**config.mk**
```make
export PLATFORM = sky130hd
export DESIGN_NAME = contador_descendente_flat
export DESIGN_NICKNAME = d
export VERILOG_FILES = /design/src/rtl/contador_descendente_pkg.sv /design/src/rtl/contador_descendente_if.sv /design/src/rtl/contador_descendente_divisor_tick.sv /design/src/rtl/contador_descendente.sv /design/src/flat_wrapper.sv
export SDC_FILE = /design/constraint.sdc
export NUM_CORES = 1
export LEC_CHECK = 0
export BUFFER_PORTS_ARGS = -buffer_cell sky130_fd_sc_hd__buf_2
export CORE_AREA = 2 2 39 41
export DETAILED_ROUTE_END_ITERATION = 10
export DIE_AREA = 0 0 41 43
export GPL_TIMING_DRIVEN = 1
export PLACE_DENSITY = 0.66
export SYNTH_ARGS = -nofsm -noshare
export SYNTH_HDL_FRONTEND = slang
export SYNTH_HIERARCHICAL = 1
export SYNTH_SLANG_ARGS = --single-unit
```
**constraint.sdc**
```tcl
create_clock -name iClk -period 4.2 [get_ports iClk]
set_input_delay 0.42 -clock iClk [delete_from_list [all_inputs] [get_ports iClk]]
set_output_delay 0.42 -clock iClk [all_outputs]
set_load 0.05 [all_outputs]
```
**src/rtl/contador_descendente_pkg.sv**
```systemverilog
// Shared types and defaults for the loadable down-counter and its prescaler.
// The optional auto-reload mode is selected with CONTADOR_AUTORECARGA_EN.
package contador_pkg;

    typedef enum logic [1:0] {
        IDLE = 2'd0,
        RUN  = 2'd1,
        FIN  = 2'd2
    } estado_t;

    localparam int unsigned WIDTH_DEF    = 4;
    localparam int unsigned PRESCALE_DEF = 1;

endpackage

```
**src/rtl/contador_descendente_if.sv**
```systemverilog
// Control/status bundle of the down-counter: the requester drives the master side,
// the counter sits on the slave side.
interface contador_descendente_if
    import contador_pkg::*;
#(
    parameter int unsigned WIDTH = WIDTH_DEF
);

    logic             iStart;
    logic [WIDTH-1:0] iCarga;
    logic             iPausa;
    logic             iParo;
    logic [WIDTH-1:0] oCuenta;
    logic             oOcupado;
    logic             oFin;

    modport master (
        output iStart, iCarga, iPausa, iParo,
        input  oCuenta, oOcupado, oFin
    );

    modport slave (
        input  iStart, iCarga, iPausa, iParo,
        output oCuenta, oOcupado, oFin
    );

endinterface

```
**src/rtl/contador_descendente_divisor_tick.sv**
```systemverilog
// Clock prescaler: counts 0..PRESCALE-1 while enabled and flags the wrapping cycle.
// Kept standalone so the up counter can share it.
module divisor_tick
    import contador_pkg::*;
#(
    parameter int unsigned PRESCALE = PRESCALE_DEF
) (
    input  logic iClk,
    input  logic iRst,
    input  logic clear,
    input  logic enable,
    output logic tick
);

    localparam int unsigned    CW     = (PRESCALE > 1) ? $clog2(PRESCALE) : 1;
    localparam logic [CW-1:0]  ULTIMO = CW'(PRESCALE - 1);

    logic [CW-1:0] cnt;

    assign tick = enable && (cnt == ULTIMO);

    always_ff @(posedge iClk) begin
        if (iRst || clear) begin
            cnt <= '0;
        end else if (enable) begin
            cnt <= (cnt == ULTIMO) ? '0 : cnt + CW'(1);
        end
    end

endmodule

```
**src/rtl/contador_descendente.sv**
```systemverilog
// Loadable down-counter / countdown timer with one-cycle done pulse.
// Define CONTADOR_AUTORECARGA_EN to make the count repeat from the loaded value.
module contador_descendente
    import contador_pkg::*;
#(
    parameter int unsigned WIDTH    = WIDTH_DEF,
    parameter int unsigned PRESCALE = PRESCALE_DEF
) (
    input  logic                   iClk,
    input  logic                   iRst,
    contador_descendente_if.slave  bus
);

    estado_t          estado;
    logic [WIDTH-1:0] cuenta;
    logic             ocupado;
    logic             fin;
    logic             tick;
    logic             acepta;
    logic             en_div;
    logic             clr_div;

    // Loads are taken from IDLE and FIN alike so runs can be chained.
    assign acepta  = bus.iStart && !bus.iParo && (estado != RUN);
    assign en_div  = (estado == RUN) && !bus.iPausa && !bus.iParo;
    assign clr_div = (estado != RUN) || bus.iParo;

    divisor_tick #(
        .PRESCALE (PRESCALE)
    ) u_divisor (
        .iClk   (iClk),
        .iRst   (iRst),
        .clear  (clr_div),
        .enable (en_div),
        .tick   (tick)
    );

`ifdef CONTADOR_AUTORECARGA_EN
    logic [WIDTH-1:0] recarga;

    always_ff @(posedge iClk) begin
        if (iRst) begin
            recarga <= '0;
        end else if (acepta) begin
            recarga <= bus.iCarga;
        end
    end
`endif

    always_ff @(posedge iClk) begin
        if (iRst) begin
            estado  <= IDLE;
            cuenta  <= '0;
            ocupado <= 1'b0;
            fin     <= 1'b0;
        end else if (bus.iParo) begin
            if (estado != IDLE) begin
                cuenta <= '0;
            end
            estado  <= IDLE;
            ocupado <= 1'b0;
            fin     <= 1'b0;
        end else if (acepta) begin
            cuenta <= bus.iCarga;
            if (bus.iCarga == '0) begin
                estado  <= FIN;
                ocupado <= 1'b0;
                fin     <= 1'b1;
            end else begin
                estado  <= RUN;
                ocupado <= 1'b1;
                fin     <= 1'b0;
            end
        end else begin
            fin <= 1'b0;
            case (estado)
                RUN: begin
                    if (tick) begin
                        if (cuenta == WIDTH'(1)) begin
`ifdef CONTADOR_AUTORECARGA_EN
                            cuenta <= recarga;
                            fin    <= 1'b1;
`else
                            cuenta  <= '0;
                            estado  <= FIN;
                            ocupado <= 1'b0;
                            fin     <= 1'b1;
`endif
                        end else begin
                            cuenta <= cuenta - WIDTH'(1);
                        end
                    end
                end
                default: begin
                    estado  <= IDLE;
                    ocupado <= 1'b0;
                end
            endcase
        end
    end

    assign bus.oCuenta  = cuenta;
    assign bus.oOcupado = ocupado;
    assign bus.oFin     = fin;

endmodule

```
**src/flat_wrapper.sv**
```systemverilog
// flat-port wrapper written by rule: the top's interface ports become plain ports
module contador_descendente_flat import contador_pkg::*;
#(
    parameter int unsigned WIDTH    = WIDTH_DEF,
    parameter int unsigned PRESCALE = PRESCALE_DEF
)
  (iClk, iRst, bus_iStart, bus_iCarga, bus_iPausa, bus_iParo, bus_oCuenta, bus_oOcupado, bus_oFin);
  contador_descendente_if #(.WIDTH(WIDTH)) bus_i ();
  input  logic iClk;
  input  logic iRst;
  input wire logic [$bits(bus_i.iStart)-1:0] bus_iStart;
  input wire logic [$bits(bus_i.iCarga)-1:0] bus_iCarga;
  input wire logic [$bits(bus_i.iPausa)-1:0] bus_iPausa;
  input wire logic [$bits(bus_i.iParo)-1:0] bus_iParo;
  output wire logic [$bits(bus_i.oCuenta)-1:0] bus_oCuenta;
  output wire logic [$bits(bus_i.oOcupado)-1:0] bus_oOcupado;
  output wire logic [$bits(bus_i.oFin)-1:0] bus_oFin;
  assign bus_i.iStart = bus_iStart;
  assign bus_i.iCarga = bus_iCarga;
  assign bus_i.iPausa = bus_iPausa;
  assign bus_i.iParo = bus_iParo;
  assign bus_oCuenta = bus_i.oCuenta;
  assign bus_oOcupado = bus_i.oOcupado;
  assign bus_oFin = bus_i.oFin;
  contador_descendente #(.WIDTH(WIDTH), .PRESCALE(PRESCALE)) u_core (.iClk(iClk), .iRst(iRst), .bus(bus_i));
endmodule
```
* Word level (Yosys, flattened, before mapping)
Cells that the tools add are included.
** Word-level totals
- Bits in registers :: 9
- Latch bits :: 0
- Memory bits (writable) :: 0
- ROM bits :: 0
- Input port bits :: 9
- Output and inout port bits :: 6
- Word-level logic and storage cells :: 52
- Memories kept :: 0
** Operators by class
- Add/subtract/negate cells :: 2
- Multipliers :: 0
- Divide/modulo/power cells :: 0
- $lt $le $gt $ge :: 0
- Equality and inequality tests :: 6
- Shifts and indexed selects :: 0
- Muxes and demuxes :: 22
- Bitwise operators :: 1
- Reduce and logical (&&, ||, !) cells :: 16
** Operators by type and width (count)
- two-way mux 4 bit :: 6
- two-way mux 1 bit :: 11
- two-way mux 2 bit :: 5
- nonzero test 3 bit :: 2
- logical AND 1 bit :: 5
- == test 4 x 1 -> 1 bit (second input constant) :: 1
- logical NOT 4 bit :: 1
- inequality test 2 x 1 -> 1 bit (second input constant) :: 2
- subtractor 4 x 1 -> 4 bit (second input constant) :: 1
- inequality test 3 x 1 -> 1 bit (second input constant) :: 1
- inequality test 3 x 2 -> 1 bit (second input constant) :: 1
- AND reduction 3 bit :: 1
- == test 2 x 1 -> 1 bit (second input constant) :: 1
- logical NOT 1 bit :: 2
- logical OR 1 bit :: 2
- AND reduction 2 bit :: 1
- nonzero test 2 bit :: 1
- OR reduction 2 bit :: 1
- adder 1 bit (second input constant) :: 1
- NOT 1 bit :: 1

* Longest topological paths before layout
- Word-level depth :: 8
- Depth in mapped cells :: 7
- Gate-level depth less buffers :: 6

* Modules after synthesis
Netlist, hierarchy kept.
** Modules (own cells, without submodules)
- contador_descendente :: times used 1, cells each 55, area an instance 456.7 µm², seq. area each 140.1 µm²
- divisor_tick :: times used 1, cells each 1, area an instance 7.5 µm², seq. area each 0.0 µm²

* Worst setup path before layout
No wires, ideal clock.
- Path type :: flip-flop to flip-flop
- Start :: reg, netlist name u_core/bus.oOcupado
- End :: reg u_core.cuenta[2] (netlist: u_core/bus.oCuenta[2])
- Library setup time :: 0.119 ns
- Arrival time :: 1.707 ns
- Required time :: 4.081 ns
- Slack :: 2.374 ns
- Cell stages (with the launch flop) :: 8
- Path buffers :: 1
- Period minus slack after synthesis :: 1.826 ns
- Cells stage by stage :: dfxtp_1 nor2b_1 nand2b_1 nor2_1 buf_4 nor3_1 o31a_1 o2bb2ai_1
** RTL lines
- end signal: assignment :: RTL line contador_descendente.sv:64 : cuenta <= bus.iCarga;
- end signal: assignment :: RTL line contador_descendente.sv:90 : cuenta <= cuenta - WIDTH'(1);
- end: declaration :: RTL line contador_descendente.sv:15 : logic [WIDTH-1:0] cuenta;

==> results <==
- The required time reported for the critical path endpoint is approximately 4400 ps.
- The number of standard cells after synthesis is 56.
- Setup slack on the worst reg-to-reg path comes out at about 2400 ps.
- The summed negative setup slack over all endpoints is 0 ps.
- The highest fanout seen on the critical path is 6.
- Of the total synthesized cell area, the portion taken by AND, OR, NAND and NOR gates is 0.305.
- The number of detailed-routing iterations run before antenna repair is 4.
- The HPWL after detailed placement is 884 um.
- STA classifies the critical path startpoint as a flip-flop.
- The top cell types in the final layout, fill and taps aside, are sky130_fd_sc_hd__buf_2 (14), sky130_fd_sc_hd__dfxtp_1 (7), sky130_fd_sc_hd__nand2b_1 (5).
- Of the available clock period, the critical path in the final layout requires 0.419.
- Hold repair after CTS inserted 0 buffers.
- The number of antenna diodes in the final layout is 0.
- Dividing the detail-routed via count by the number of cells gives ~5.6.
- Clock tree synthesis found a total of 7 sinks.
- The number of non-filler instances in the completed layout is 88.
- The clock latency on the worst-skew pair is about 250 ps.
- The number of failing hold endpoints at the final stage was 0.
- The quantity of gates resized following cts is 0.
- The sum of met3 wire segment lengths after detailed routing is between 50 and 60 um.
- The post-layout net count is 84.
- The count of nets left with antenna violations once routing finished came out at 0.
- The first global-routing pass estimated 1.80 mm of wire.
- The first routing iteration left 21 violations.
- The floorplan step set the die width to about 40 um.
- The area growth from synthesis to layout is 22.9%.
- Clock tree synthesis selected as its root buffer the cell sky130_fd_sc_hd__clkbuf_4.
- The final route contains just under 500 vias.
- After synthesis, the netlist uses 27 different library cells.
- The arithmetic-cell share of the synthesized area counting full adders, half adders and majority gates is 0.0539.
- The main combinational cell family by area after synthesis is simple AND/OR/NAND/NOR gates.
- The share of synthesized area spent on multiplexers is 0.0216.
- The clock skew after layout is around 7.9 ps.
- The final max-slew violation count is 0.
- The highest metal layer used by the detailed router is met4.
- The CTS buffer count is 3.
- After detailed routing, the average wire length per cell comes to ~13 um.
- The biggest area consumer among synthesized cells is sky130_fd_sc_hd__dfxtp_1.
- Setup violations remaining at the end of the flow were counted as 0.
- The number of violations of the max-capacitance limit is 0.
- The critical path data arrival time is slightly below 2000 ps.
- The vertical die dimension is around 43 um.
- During synthesis, Yosys emitted a total of 6 warnings.
- After detailed routing, the number of remaining DRC violations is 0.
- With fillers left out, the area of the finished cells amounts to roughly 570 um^2.
- For this configuration, the core starts out at a cell density of 0.335.
- The clock transition time at the flip-flop clock pins of the worst setup and hold paths is approximately 60 ps.
- The count of buffers added on input and output ports is 14.
- For this run, the total global-route usage over all layers was measured as 0.150.
- The area of the mapped netlist is 464 um^2.
- The commonest non-fill, non-tap cell in the layout is sky130_fd_sc_hd__buf_2.
- The weighted congestion at the end of routability-driven global placement is 0.752.
- The final total power is approximately 180 uW.
- The net count of the mapped netlist is between 60 and 70.
- The TritonCTS clock tree is done.
- Of the synthesized area, sequential elements account for 0.302.
- The power per unit of standard cell area is 318 nW/um^2.
- Counting I/O delays and the setup requirement, the final critical path takes around 1800 ps.
- The number of antenna violations at the first check in global routing is 0.
- Counting tap cells, the placed design contains a total of 84 instances.
- In this run the number of H-tree levels came out at 1.
- The core area is between 1000 and 1500 um^2.
- The type of the setup path with the least slack is flip-flop to flip-flop.
- The share of synthesized area in the top cell type comes to 0.302.
- In this run the tightest slew margin relative to its limit is 0.724.
- Static timing analysis puts the maximum clock frequency at about 570 MHz.
- The largest buffer count on any clock path is 2.
- By area the synthesized netlist is led by sky130_fd_sc_hd__dfxtp_1 (30%), sky130_fd_sc_hd__nand2b_1 (6.7%), sky130_fd_sc_hd__o2bb2ai_1 (5.7%).
- VDD sags by at most between 0.15 and 0.2 mV.
- The share of cells above drive strength 1 is 0.264.
- After floorplanning, the core was divided into 14 placement rows.
- Setup repair after global routing left no endpoint under its margin.
- Summing all placed instances gives a cell area of approximately 540 um^2.
- The pin count of the biggest net entering global routing is 11.
- The met2 wirelength from detailed routing is between 500 and 600 um.
- The floorplan step defined a die boundary enclosing ~1800 um^2.
- The met1 wire length is approximately 450 um.
- Synthesis inferred 7 register bits.
- The leakage power is around 0.25 nW.
- Each instance of the synthesized netlist takes up on average between 8 and 9 um^2.
- Buffers added to address setup during post-CTS repair amount to 0.
- The run finished with clean final reports.
- The share of the synthesized netlist area taken by xor and xnor gates is 0.
- STA classifies the critical path endpoint as a flip-flop.
- The via count of the first global-routing pass came to ~470.
- The complex-gate fraction of the synthesized area is 0.270.
- Wires add up to ~1.1 mm.
- The class of the tightest hold or removal check is primary input to flip-flop.
- The number of ports placed on the die boundary is 15.
- For the pin with the worst max-slew slack, the measured transition is 413 ps.
- The total congestion overflow after global routing is 0.
-- power by group --
group / leakage [nW] / internal, mW / switching, mW / total, mW
combinational: 0.171 / 0.0178 / 0.0294 / 0.0472
clock: 0.0177 / 0.0347 / 0.0247 / 0.0594
sequential: 0.0571 / 0.0699 / 0.00498 / 0.0748
total: 0.245 / 0.122 / 0.0590 / 0.181
-- critical path, cell delays in order (launching register included) --
cell and delay [ps]:
sky130_fd_sc_hd__dfxtp_1 370, sky130_fd_sc_hd__nor2b_1 380, sky130_fd_sc_hd__nand2b_1 90, sky130_fd_sc_hd__nor2_1 250, sky130_fd_sc_hd__nand2_1 110, sky130_fd_sc_hd__a211o_1 340
sky130_fd_sc_hd__o2bb2ai_1 140
-- Yosys cell counts, drive strengths merged --
| cell | number |
|---|---|
| o31ai | 2 |
| or4 | 2 |
| o2bb2ai | 3 |
| o21ai | 2 |
| a31oi | 1 |
| or2 | 1 |
| a211o | 1 |
| nor2b | 3 |
| o31a | 1 |
| inv | 3 |
| clkbuf | 1 |
| nand2 | 3 |
| nand3 | 2 |
| mux2i | 1 |
| a21oi | 2 |
| ha | 2 |
| a21o | 1 |
| nand2b | 5 |
| nor3b | 2 |
| dfxtp | 7 |
| nand3b | 1 |
| o221ai | 2 |
| a211oi | 2 |
| nor2 | 2 |
| nor3 | 3 |
| buf | 1 |
-- layout make-up --
cell class,count,area (um^2)
fill,150,813
clock buffer,3,22.5
tap,16,20.0
clock inverter,1,5.00
sequential,7,140
timing repair buffer,14,70.1
inverter,3,11.3
multi-input combinational,44,302
-- flip-flops by register name, indices dropped and copies added (netlist names) --
| register | flops |
|---|---|
| u_core/bus.oFin | 1 |
| u_core/estado | 1 |
| u_core/bus.oCuenta | 4 |
| u_core/bus.oOcupado | 1 |
-- per-layer routing --
layer  vias up  global-route usage
met5         -                   0
met4         0               0.100
met3         4              0.0314
met2        22               0.253
met1       226               0.152
li1        243                   -
-- final timing paths --
| kind | end | cells past startpoint | startpoint |
|---|---|---|---|
| min reg2reg | u_core/bus.oCuenta[2]$_SDFFE_PP0P_ | 1 | u_core/bus.oCuenta[2]$_SDFFE_PP0P_ |
| min | u_core/bus.oCuenta[1]$_SDFFE_PP0P_ | 2 | iRst |
| max reg2reg | u_core/bus.oCuenta[0]$_SDFFE_PP0P_ | 6 | u_core/bus.oOcupado$_SDFFE_PP0P_ |
| max | u_core/bus.oCuenta[0]$_SDFFE_PP0P_ | 6 | u_core/bus.oOcupado$_SDFFE_PP0P_ |
-- cells by family after synthesis --
logic type | count (synthesis)
fa+ha+maj | 2
compound gates | 17
mux | 1
buf+inv | 5
simple gates | 24
flops | 7
-- metrics by stage --
| stage | hold slack, ps | setup slack [ps] | util |
|---|---|---|---|
| after floorplan | 489 | 2370 | - |
| after global placement | 529 | 2550 | 0.392 |
| after detailed placement | 537 | 2480 | 0.392 |
| after CTS | 391 | 2460 | 0.412 |
| after global routing | 407 | 2260 | 0.412 |
| final | 417 | 2440 | 0.412 |
Note: power is estimated with default switching activity, not from simulation.
